==> config.mk <==
export PLATFORM = sky130hd
export DESIGN_NAME = filtr_sched
export DESIGN_NICKNAME = d
export VERILOG_FILES = /design/src/rtl/filtr_pkg.sv /design/src/rtl/sample_fifo.sv /design/src/rtl/filtr_sched.sv
export SDC_FILE = /design/constraint.sdc
export NUM_CORES = 1
export LEC_CHECK = 0
export ABC_AREA = 0
export CAP_MARGIN = 30
export CORE_ASPECT_RATIO = 1.5
export CORE_UTILIZATION = 45
export DETAILED_ROUTE_END_ITERATION = 12
export PLACE_DENSITY = 0.7
export SYNTH_ARGS = -nofsm -noshare
export SYNTH_HDL_FRONTEND = slang
export SYNTH_SLANG_ARGS = --single-unit
==> constraint.sdc <==
create_clock -name clk -period 2.31 [get_ports clk]
set_input_delay 0.462 -clock clk [delete_from_list [all_inputs] [get_ports clk]]
set_output_delay 0.462 -clock clk [all_outputs]
set_load 0.03 [all_outputs]
==> src/rtl/filtr_pkg.sv <==
// Shared definitions for the filtr_sched sample scheduler.
//   state_t      : scheduler FSM encoding (IDLE=0, LOAD=1, TRIG=2, BUSY=3)
//   CORE_LAT_DEF : default core latency in cycles, from trigger back to core IDLE
package filtr_pkg;

    typedef enum logic [1:0] {
        IDLE = 2'd0,
        LOAD = 2'd1,
        TRIG = 2'd2,
        BUSY = 2'd3
    } state_t;

    localparam int CORE_LAT_DEF = 6;

endpackage

==> src/rtl/sample_fifo.sv <==
// Synchronous FIFO that buffers input samples ahead of the core scheduler.
// Ports:
//   clk, reset_n : clock, asynchronous active-low reset (clears pointers only)
//   push, din    : write din when push=1 and the FIFO is not full
//   pop          : discard the head entry when pop=1 and the FIFO is not empty
//   full, empty  : occupancy flags
//   dout         : current head entry (valid while empty=0)
module sample_fifo #(
    parameter int DATA_SIZE  = 24,
    parameter int FIFO_DEPTH = 4
) (
    input  logic                 clk,
    input  logic                 reset_n,
    input  logic                 push,
    input  logic                 pop,
    input  logic [DATA_SIZE-1:0] din,
    output logic                 full,
    output logic                 empty,
    output logic [DATA_SIZE-1:0] dout
);

    localparam int AW = $clog2(FIFO_DEPTH);

    // One extra pointer bit tells full from empty when the indices match.
    logic [AW:0]          wr_ptr;
    logic [AW:0]          rd_ptr;
    logic [DATA_SIZE-1:0] mem [FIFO_DEPTH];
    logic                 do_push;
    logic                 do_pop;

    assign empty   = (wr_ptr == rd_ptr);
    assign full    = (wr_ptr[AW] != rd_ptr[AW]) && (wr_ptr[AW-1:0] == rd_ptr[AW-1:0]);
    assign do_push = push && !full;
    assign do_pop  = pop && !empty;
    assign dout    = mem[rd_ptr[AW-1:0]];

    always_ff @(posedge clk or negedge reset_n) begin
        if (!reset_n) begin
            wr_ptr <= '0;
            rd_ptr <= '0;
        end else begin
            if (do_push) wr_ptr <= wr_ptr + 1'b1;
            if (do_pop)  rd_ptr <= rd_ptr + 1'b1;
        end
    end

    // Storage carries data only, so it is left out of reset.
    always_ff @(posedge clk) begin
        if (do_push) mem[wr_ptr[AW-1:0]] <= din;
    end

endmodule

==> src/rtl/filtr_sched.sv <==
// Sample scheduler in front of the adaptive IIR core (filtr_a).
// Buffers incoming samples, launches one core computation per sample, waits
// out the fixed core latency, and presents each result on an output stream.
// Ports:
//   clk, reset_n            : clock, asynchronous active-low reset
//   en                      : 1 = launch computations, 0 = finish current one then hold
//   in_data/in_valid/in_ready : input sample stream (in_ready = FIFO not full)
//   core_data_in, core_trig : core sample input (held per computation) and start pulse
//   core_data_out           : core filtered result
//   out_data/out_valid/out_ready : output sample stream, one-deep
//   busy                    : FSM not in IDLE
//   overflow, drop_cnt      : sticky drop flag and saturating drop count
module filtr_sched
    import filtr_pkg::*;
#(
    parameter int DATA_SIZE  = 24,
    parameter int FIFO_DEPTH = 4,
    parameter int CORE_LAT   = CORE_LAT_DEF,
    parameter int DROP_W     = 16
) (
    input  logic                 clk,
    input  logic                 reset_n,
    input  logic                 en,
    input  logic [DATA_SIZE-1:0] in_data,
    input  logic                 in_valid,
    output logic                 in_ready,
    output logic [DATA_SIZE-1:0] core_data_in,
    output logic                 core_trig,
    input  logic [DATA_SIZE-1:0] core_data_out,
    output logic [DATA_SIZE-1:0] out_data,
    output logic                 out_valid,
    input  logic                 out_ready,
    output logic                 busy,
    output logic                 overflow,
    output logic [DROP_W-1:0]    drop_cnt
);

    localparam int CNT_W = $clog2(CORE_LAT);

    function automatic logic [DROP_W-1:0] sat_inc(input logic [DROP_W-1:0] v);
        return (&v) ? v : v + 1'b1;
    endfunction

    state_t               state_q;
    state_t               state_d;
    logic [CNT_W-1:0]     cnt_q;
    logic                 fifo_full;
    logic                 fifo_empty;
    logic                 fifo_pop;
    logic                 fifo_push;
    logic [DATA_SIZE-1:0] fifo_dout;
    logic                 drop_evt;
    logic                 capture;

    // A pop in the same cycle never frees space for a sample arriving while full.
    assign in_ready  = !fifo_full;
    assign fifo_push = in_valid && !fifo_full;
    assign drop_evt  = in_valid && fifo_full;
    assign busy      = (state_q != IDLE);
    assign capture   = (state_q == BUSY) && (cnt_q == '0);

    sample_fifo #(
        .DATA_SIZE  (DATA_SIZE),
        .FIFO_DEPTH (FIFO_DEPTH)
    ) u_fifo (
        .clk     (clk),
        .reset_n (reset_n),
        .push    (fifo_push),
        .pop     (fifo_pop),
        .din     (in_data),
        .full    (fifo_full),
        .empty   (fifo_empty),
        .dout    (fifo_dout)
    );

    always_ff @(posedge clk or negedge reset_n) begin
        if (!reset_n) state_q <= IDLE;
        else          state_q <= state_d;
    end

    // A launch needs the output slot free, or freed by a handshake this cycle.
    always_comb begin
        state_d   = state_q;
        fifo_pop  = 1'b0;
        core_trig = 1'b0;
        case (state_q)
            IDLE: if (en && !fifo_empty && (!out_valid || out_ready)) state_d = LOAD;
            LOAD: begin
                fifo_pop = 1'b1;
                state_d  = TRIG;
            end
            TRIG: begin
                core_trig = 1'b1;
                state_d   = BUSY;
            end
            BUSY: if (cnt_q == '0) state_d = IDLE;
            default: state_d = IDLE;
        endcase
    end

    // core_data_in changes only in LOAD, so it is stable across both core sample points.
    always_ff @(posedge clk or negedge reset_n) begin
        if (!reset_n) begin
            core_data_in <= '0;
            cnt_q        <= '0;
        end else begin
            if (state_q == LOAD) core_data_in <= fifo_dout;
            if (state_q == TRIG)      cnt_q <= CNT_W'(CORE_LAT - 2);
            else if (state_q == BUSY) cnt_q <= cnt_q - 1'b1;
        end
    end

    // Capture lands as the core returns to IDLE; its result is already valid then.
    always_ff @(posedge clk or negedge reset_n) begin
        if (!reset_n) begin
            out_data  <= '0;
            out_valid <= 1'b0;
        end else if (capture) begin
            out_data  <= core_data_out;
            out_valid <= 1'b1;
        end else if (out_valid && out_ready) begin
            out_valid <= 1'b0;
        end
    end

    always_ff @(posedge clk or negedge reset_n) begin
        if (!reset_n) begin
            overflow <= 1'b0;
            drop_cnt <= '0;
        end else if (drop_evt) begin
            overflow <= 1'b1;
            drop_cnt <= sat_inc(drop_cnt);
        end
    end

endmodule

======== Yosys cells after proc, flatten, opt, wreduce, memory -nomap -nowiden ========
Memories as Yosys holds them, arrays and structs flattened. A register that Yosys moved wholly into a read port is not among the register bits.
Cells that the tools add are included.
Widths: inputs -> output; s select.
storage, ports and cells
  bits in registers ....................... 53
  bits in latches ......................... 0
  RAM bits ................................ 96
  bits in read-only memories .............. 0
  output and inout bits ................... 69
  memories ................................ 1
memories
  name        words  bits a word  rd ports  clocked after Yosys merged registers in  write ports  RTL line           RTL
  u_fifo.mem  4      24           1         1                                        1            sample_fifo.sv:27  logic [DATA_SIZE-1:0] mem [FIFO_DEPTH];
operators by class
  add/sub/neg operators ................... 4
  $mul .................................... 0
  div/mod/pow operators ................... 0
  $lt $le $gt $ge ......................... 0
  equal/unequal tests ..................... 8
  shifts and indexed selects .............. 0
  muxes and demuxes ....................... 11
  bitwise logic cells ..................... 1
  reductions and logical operators ........ 22
operators by type and width
  cell                   count
  $add 16x1->16 const B  1
  $reduce_and 16->1      1
  $logic_and 1x1->1      9
  $pmux 2 s4             1
  $add 3x1->3 const B    2
  $mux 1                 6
  $mux 3                 2
  $reduce_bool 2->1      3
  $eq 2x2->1 const B     2
  $logic_not 1->1        4
  $mux 2                 2
  $ne 2x2->1 const B     2
  $reduce_and 2->1       2
  $eq 3x3->1             1
  $logic_not 3->1        1
  $sub 3x1->3 const B    1
  $eq 2x1->1 const B     1
  $eq 2x2->1             1
  $logic_not 2->1        1
  $logic_or 1x1->1       1
  $ne 1x1->1             1
  $not 1->1              1

======== Logic depth before layout (Yosys ltp) ========
Gate-level depths: netlist (run 1).
  depth in word-level cells ............... 7
  mapped depth ............................ 6
  mapped depth without buffers ............ 5

======== Hierarchy ========
A second synthesis (run 1) with hierarchy kept.
unflattened totals
  cells, all modules ...................... 392
  area, all modules ....................... 6,962.9 um2
by module, submodules not included
  module       instances  cells an instance  area each (um2)  seq. area each (um2)
  sample_fifo  1          177                3,971.3          3,032.9
  filtr_sched  1          215                2,991.6          1,776.7

======== Worst setup path after synthesis (run 1) ========
No wires, ideal clock.
  path type ............................... register to register
  from .................................... register u_fifo.rd_ptr[1]
  to ...................................... memory u_fifo.mem[3][0] (enable)
  data arrival time ....................... 1.763 ns
  path slack .............................. 0.163 ns
  cell stages (with the launch flop) ...... 5
  path buffers ............................ 1
  period minus slack after synthesis ...... 2.147 ns
  path through ............................ dfrtp_1 buf_6 xnor2_4 nand3_1 and3_1
between the ends
  cells in the longest elaborated chain, start to end .. 7
ends and longest elaborated chain
  item                              RTL line           RTL
  start, declared                   sample_fifo.sv:26  logic [AW:0] rd_ptr;
  start signal, assigned            sample_fifo.sv:43  if (do_pop) rd_ptr <= rd_ptr + 1'b1;
  $eq 2x2->1 (*)                    sample_fifo.sv:32  assign full = (wr_ptr[AW] != rd_ptr[AW]) && (wr_ptr[AW-1:0] == rd_ptr[AW-1:0]);
  $logic_and 1x1->1 (*)             sample_fifo.sv:32
  $logic_not 1->1 (*)               n/a
  named net in_ready                filtr_sched.sv:26  output logic in_ready,
  $logic_and 1x1->1                 filtr_sched.sv:57  assign fifo_push = in_valid && !fifo_full;
  $logic_and 1x1->1 (*)             sample_fifo.sv:33  assign do_push = push && !full;
  $mux 1 (*)                        sample_fifo.sv:49  if (do_push) mem[wr_ptr[AW-1:0]] <= din;
  $mux 1 (implied by the code) (*)  sample_fifo.sv:49
  end, declared                     sample_fifo.sv:27
The timed path passes the listed nets; every way through them passes the cells marked *.

======== Worst setup path in the final report (run 1) ========
  from .................................... register u_fifo.wr_ptr[0]
  to ...................................... output port in_ready
between the ends
  cells in the longest elaborated chain, start to end .. 3
ends and longest elaborated chain
  item                    RTL line           RTL
  start, declared         sample_fifo.sv:25  logic [AW:0] wr_ptr;
  start signal, assigned  sample_fifo.sv:42  if (do_push) wr_ptr <= wr_ptr + 1'b1;
  $eq 2x2->1              sample_fifo.sv:32
  $logic_and 1x1->1       sample_fifo.sv:32
  $logic_not 1->1         filtr_sched.sv:56  assign in_ready = !fifo_full;
  end, declared           filtr_sched.sv:26
Every way passes these cells.

==> results of run 1 <==
[placed cells by master (no fill, tap or decap), drive strengths merged, types with 3 or more instances in the layout]
master / instances
inv: 8
nand2: 13
clkbuf: 20
nand4: 7
mux4: 24
mux2: 52
edfxtp: 96
clkdlybuf4s50: 117
xnor2: 14
nor2: 7
buf: 13
dfrtp: 77
and3: 8
nand3: 5
clkinv: 8
a21oi: 4
xor2: 7
ha: 12
and4: 3
[power breakdown]
part	internal (mW)	switching, mW
clock network	1.61	1.10
registers	4.28	0.445
logic	2.33	2.54
[sequential cells by signal, summed over array words and instances (netlist names)]
name / flops
cnt_q: 3
core_data_in: 24
drop_cnt: 16
out_data: 24
out_valid: 1
overflow: 1
state_q: 2
u_fifo.mem: 96
u_fifo.rd_ptr: 3
u_fifo.wr_ptr: 3
[what timing repair did]
action                                 in CTS  in global routing
endpoints found under the hold margin       0                  0
setup endpoints to repair                   2                  0
gates resized for setup                     2                  0
setup buffers                               0                  0
[metal layers]
metal,vias to the layer above,wire (um)
li1,1659,-
met1,1856,5220
met2,119,6530
met3,15,640
met4,0,220
met5,-,0
[cells by family after synthesis]
kind of cell / after synthesis / share of synthesized area
buf+inv: 21 / 0.0157
compound gates: 11 / 0.0122
simple gates: 50 / 0.0428
flops: 173 / 0.709
mux: 76 / 0.166
fa+ha+maj: 12 / 0.0221
xor+xnor: 21 / 0.0321
[metrics by stage]
step / utilization / setup slack (ns) / instance area [um^2] / instances / hold slack (ns)
3_3_place_gp: 0.567 / 0.263 / 8310 / 679 / 0.458
6_report: 0.605 / 0.203 / 8870 / 711 / 0.0168
5_1_grt: 0.605 / 0.105 / 8870 / 711 / 0.0520
4_1_cts: 0.605 / 0.158 / 8870 / 711 / 0.0232
3_5_place_dp: 0.567 / 0.206 / 8310 / 679 / 0.461
2_1_floorplan: - / 0.163 / 6780 / 364 / 0.166
[critical path, stage by stage (launching register included)]
cell and delay (ns):
dfrtp_1 0.45, xnor2_2 0.31, nand3_1 0.24, buf_4 0.24
[path summary, 6_finish.rpt]
check,start,to,slack (ns),cells past startpoint
min reg2reg,overflow$_DFFE_PN0P_,overflow$_DFFE_PN0P_,0.47,1
min,reset_n,out_data[15]$_DFFE_PN0P_,0.02,1
max,u_fifo.wr_ptr[0]$_DFFE_PN0P_,in_ready,0.20,3
min in group clk,overflow$_DFFE_PN0P_,overflow$_DFFE_PN0P_,0.47,1
max reg2reg,u_fifo.wr_ptr[0]$_DFFE_PN0P_,u_fifo.wr_ptr[2]$_DFFE_PN0P_,0.53,5
max in group asynchronous,reset_n,u_fifo.rd_ptr[1]$_DFFE_PN0P_,1.67,2
[final cells by class]
type                       instances  area, um^2  share of cell area
clock buffer                      20         447              0.0503
clock inverter                    12         121              0.0137
timing repair buffer             132        1350               0.152
multi-input combinational        170        1870               0.211
tap                              196         245              0.0276
inverter                           8        30.0             0.00338
sequential                       173        4810               0.542
==> summary.txt, run 1 <==
Layout
  • Fillers: 1087
  • Ant diodes: 0
  • Layout cells sized above 1: 0.252
  • Area delta synth->final: 30.8%
  • Final #Nets: ~570

STA
  • # setup viols final: 0
  • Final Hold Viols: 0
  • Clk_skew: 0.00659 ns
  • Tmin final: 2.11 ns
  • Final Cycle Share: 0.912
  • Least-Margin Pin Slew: 0.538 ns
  • Peak Freq: 0.475 GHz
  • RSZ-0062 raised after global routing: no
  • Slew HR: 0.642
  • Total negative setup slack: 0 ns
  • Max-slew violations: 0

Global route
  • Overflow after GRT: 0
  • Total global-route track usage: 0.175
  • Largest net degree at the start of global routing: 41
  • Global-route wire length before repair: slightly above 20000 um
  • M2 GR Usage: 0.296
  • Most Crowded Layer GR: met2
  • Initial antenna violation count: 0
  • Number of global-route vias before repair: 4014
  • GR Util met1: 0.214
  • M3 GR Usage: 0.0413

Placement
  • Port-buffer cells: 121
  • Detailed Place HPWL: 8590 um
  • Placer congestion estimate: 0.726

Detailed routing
  • Violation count after the first detailed-route iteration: roughly 130
  • DRC errors left: 0
  • Final antenna-violating net count: 0
  • Via Count: roughly 3600
  • Final wirelength: 12600 um
  • Drt via density: 5.13
  • Iteration count of the initial detailed-routing pass: 4
  • WL/cell: 17.7 um

CTS
  • Clock Root Buffer: clkbuf_16
  • CTS tree: yes
  • Skew-Pair Late Insertion Delay: 0.41 ns
  • CTS buffer count: 17
  • Clk slew on worst S/H paths: 0.06 ns
  • CTS max path bufs: 2
  • H-tree Lvls: 4
  • Cts hold-fix bufs: 0
  • Sinks on Clock Net: 173

Floorplanning
  • Row cnt: 54
  • Num ports: 122
  • Die area: 15600 um^2
  • Core area: 14700 um^2
  • DIE HEIGHT: between 150 and 200 um
  • Die Span X: 102 um
  • Initial Util: 0.463

Synth
  • Ys Warns: 0
  • Yosys reg bits: 173
  • Post-synth EDFFs: 96
  • Commonest cells in the netlist: 96 x edfxtp_1, 77 x dfrtp_1, 52 x mux2_2
  • Mapped Avg Cell Area: about 19 um^2
  • Mapped Nets: 429
  • Yosys top cell area share: 0.425
  • Ys async rst share: 0.445
  • Syn Inst Count: 364
  • Post-synth top area cell: edfxtp_1
  • Synth Flop Type: edfxtp_1
  • Seq/Total Area, Yosys: 0.709
  • Most frequent cell after synthesis: edfxtp_1
  • Area contributors post-synth: edfxtp_1 43%, dfrtp_1 28%, mux2_2 8.6%, mux4_2 8.0%, ha_1 2.2%
  • Syn Std Cell Area: 6780 um^2
  • Yosys cell types: 40

Power
  • Power Dens Cells: 1390 nW/um^2
  • Total power: ~12 mW
  • VDD IR-drop max: between 0.8 and 0.9 mV
  • Leak Pwr: 3.34 nW

Critical path
  • Critical path capture point type: output port
  • Worst endpoint required time: 1.85 ns
  • CP Launch Type: register
  • Worst Path Max Fanout: 6
  • Crit Path Class: register to output port
  • WP data arrival: around 1.7 ns

Run status
  • Run status: finished, final reports clean

Worst hold path
  • Hold Path Class: input pin to async pin

Job
  • Max cap viols: 0
Note: power is estimated with default switching activity, not from simulation.
==> run 2, diff against run 1 <==
Settings changed: ABC_AREA 0 to default, TNS_END_PERCENT from default to 5.
==> results of run 2 <==
Final layout, timing and power as in run 1 (identical DEF).
==> run 3, diff against run 2 <==
Settings changed: CORE_UTILIZATION 45 to 40, PLACE_DENSITY 0.7 to default.
==> run 3 against run 2 <==
Fmax is 2.2% lower. Core utilization is 6.8 points lower. First-iteration DRC count is 5.4% higher. Die area is 12% higher. Worst hold slack worse by 0.011 ns. Sequential power hardly changed. Global-route usage is 1.4 points lower. Setup slack worse by 0.047 ns. Non-clock buffer count is 2 higher. Combinational power hardly changed. Cell area is 0.96% higher. Clock power is 7% higher.
==> summary.txt, run 3 (synthesized netlist as in run 1, its figures left out) <==
Detailed routing
  • WL/cell: 17.8 um (+0.55%)
  • Violation count after the first detailed-route iteration: 136 (+5.4%)
  • Final antenna-violating net count: 0 (unchanged)
  • Iteration count of the initial detailed-routing pass: 4 (unchanged)
  • Via Count: 3647 (-0.055%)
  • Final wirelength: 13000 um (+2.8%)
  • Drt via density: 5.02 (-2.3%)
  • DRC errors left: 0 (unchanged)

Job
  • Max cap viols: 0 (unchanged)

Placement
  • Placed insts: 695 (+2.4%)
  • Detailed Place HPWL: 8680 um (+1.0%)
  • Placed Instance Area: 8340 um^2 (+0.36%)
  • Port-buffer cells: 121 (unchanged)
  • Placer congestion estimate: 0.713 (-1.7%)

Floorplanning
  • Core area: 16700 um^2 (+14%)
  • Die Span X: 108 um (+6.0%)
  • Row cnt: 58 (+7.4%)
  • DIE HEIGHT: 161 um (+6.0%)
  • Initial Util: 0.406 (-0.0562)
  • Die area: 17500 um^2 (+12%)
  • Num ports: 122 (unchanged)

STA
  • Clk_skew: 0.0125 ns (+0.00588 ns)
  • Total negative setup slack: 0 ns (unchanged)
  • Final Cycle Share: 0.933 (+0.0203)
  • Max-slew violations: 0 (unchanged)
  • Slew HR: 0.643 (+0.00134)
  • Hold slack: 0.00578 ns (-0.0111 ns)
  • # setup viols final: 0 (unchanged)
  • Tmin final: 2.15 ns (+0.0469 ns)
  • RSZ-0062 raised after global routing: no
  • Least-Margin Pin Slew: 0.536 ns (-0.00201 ns)
  • Peak Freq: 0.464 GHz (-2.2%)
  • Final Hold Viols: 0 (unchanged)

Critical path
  • R2R setup slack: 0.53 ns (about the same)
  • Reg-to-Reg End: u_fifo.wr_ptr[2]$_DFFE_PN0P_
  • Crit Path Class: register to output port
  • Worst reg2reg path depth: 5 (unchanged)
  • WP data arrival: 1.69 ns (+0.04 ns)
  • CP Launch Type: register
  • Reg2reg start: u_fifo.wr_ptr[0]$_DFFE_PN0P_
  • Critical path capture point type: output port
  • Worst endpoint required time: 1.85 ns (about the same)
  • Worst Path Max Fanout: 6 (unchanged)

Layout
  • Final #Nets: 569 (+0.35%)
  • Most common cell after layout, fill and taps aside: clkdlybuf4s50_1
  • Most frequent cells in the layout: 117 x clkdlybuf4s50_1, 96 x edfxtp_1, 76 x dfrtp_1
  • Ant diodes: 0 (unchanged)
  • Design Area, Final: 8960 um^2 (+0.96%)
  • Fillers: 1426 (+31%)
  • Layout cells sized above 1: 0.257 (+0.00483)
  • Area delta synth->final: 32.1%
  • Core Util, Final: 0.537 (-0.0685)
  • Max reg flops: 96 (unchanged)
  • Fin cells: 727 (+2.3%)

Global route
  • Largest net degree at the start of global routing: 39 (-4.9%)
  • Overflow after GRT: 0 (unchanged)
  • Initial antenna violation count: 0 (unchanged)
  • Total global-route track usage: 0.161 (-0.0143)
  • Number of global-route vias before repair: 4081 (+1.7%)
  • Global-route wire length before repair: 21000 um (+3.2%)

CTS
  • Clk slew on worst S/H paths: 0.06 ns (about the same)
  • Skew-Pair Late Insertion Delay: 0.43 ns (+0.02 ns)
  • Sinks on Clock Net: 173 (unchanged)
  • CTS max path bufs: 2 (unchanged)
  • CTS tree: yes
  • CTS buffer count: 17 (unchanged)
  • Clock Root Buffer: clkbuf_16
  • Cts hold-fix bufs: 0 (unchanged)
  • Post CTS Setup Buffer Count: 0 (unchanged)
  • H-tree Lvls: 4 (unchanged)

Power
  • Sw power: 4.34 mW (+6.1%)
  • Reg power frac: 0.378 (-0.006)
  • Power Dens Cells: 1400 nW/um^2 (+0.63%)
  • Combinational group share of total power: 0.389 (-0.006)
  • VDD IR-drop max: 0.643 mV (-24%)
  • Leak Pwr: 3.38 nW (+1.0%)
  • Sw Share: 0.347 (+0.0147)
  • Clock Power Share: 0.233 (+0.012)
  • P_int: 8.17 mW (-0.63%)

Run status
  • Run status: finished, final reports clean

Worst hold path
  • Hold Path Class: input pin to async pin
==> run 3: worst max-delay path, stage by stage (launching register included) <==
cell and delay, ns:
dfrtp_1 0.44, xnor2_2 0.33, nand3_1 0.26, buf_4 0.24
==> run 3: power by group through the flow <==
stage	sequential [mW]	combinational (mW)	clock, mW
3_3_place_gp	4.73	4.91	0
6_report	4.72	4.87	2.91
5_1_grt	4.83	5.24	3.13
3_5_place_dp	4.80	4.98	0
4_1_cts	4.74	4.98	3.00
2_1_floorplan	5.67	2.18	0
==> run 3: layout make-up <==
cell class                      count  area (um^2)  share of cell area
Tap cell                          210          263              0.0293
Sequential cell                   173         4810               0.537
Multi-Input combinational cell    170         1870               0.208
Clock buffer                       17          425              0.0475
Inverter                            8         30.0             0.00335
Clock inverter                     15          198              0.0221
Timing Repair Buffer              134         1360               0.152
==> run 3: worst max-delay path by stage <==
| stage | endpoint | slack [ns] | start | cells past startpoint |
|---|---|---|---|---|
| floorplan | u_fifo.mem[3][0]$_DFFE_PP_ | 0.16 | u_fifo.rd_ptr[1]$_DFFE_PN0P_ | 4 |
| global placement | drop_cnt[15]$_DFFE_PN0P_ | 0.30 | in_valid | 6 |
| detailed placement | drop_cnt[15]$_DFFE_PN0P_ | 0.25 | in_valid | 6 |
| CTS | in_ready | 0.11 | u_fifo.wr_ptr[0]$_DFFE_PN0P_ | 3 |
| global route | in_ready | 0.06 | u_fifo.wr_ptr[0]$_DFFE_PN0P_ | 3 |
| finish | in_ready | 0.16 | u_fifo.wr_ptr[0]$_DFFE_PN0P_ | 3 |
==> run 3: per-layer routing <==
metal,GRT usage,vias to the layer above,wire length (um)
met4,0.0584,0,134
met5,0,-,0
met1,0.189,1847,5110
li1,-,1662,-
met3,0.0400,13,833
met2,0.282,125,6890
==> run 3: repair_timing <==
item / 4_1_cts / 5_1_grt
setup endpoints to repair: 2 / 0
hold endpoints to repair: 0 / 0
resized for setup: 2 / 0
==> run 3: per-stage QoR <==
stage               setup WS [ns]  power [mW]
floorplan                   0.163        7.84
global placement            0.297        9.65
detailed placement          0.248        9.78
CTS                         0.114        12.7
global route               0.0630        13.2
finish                      0.156        12.5
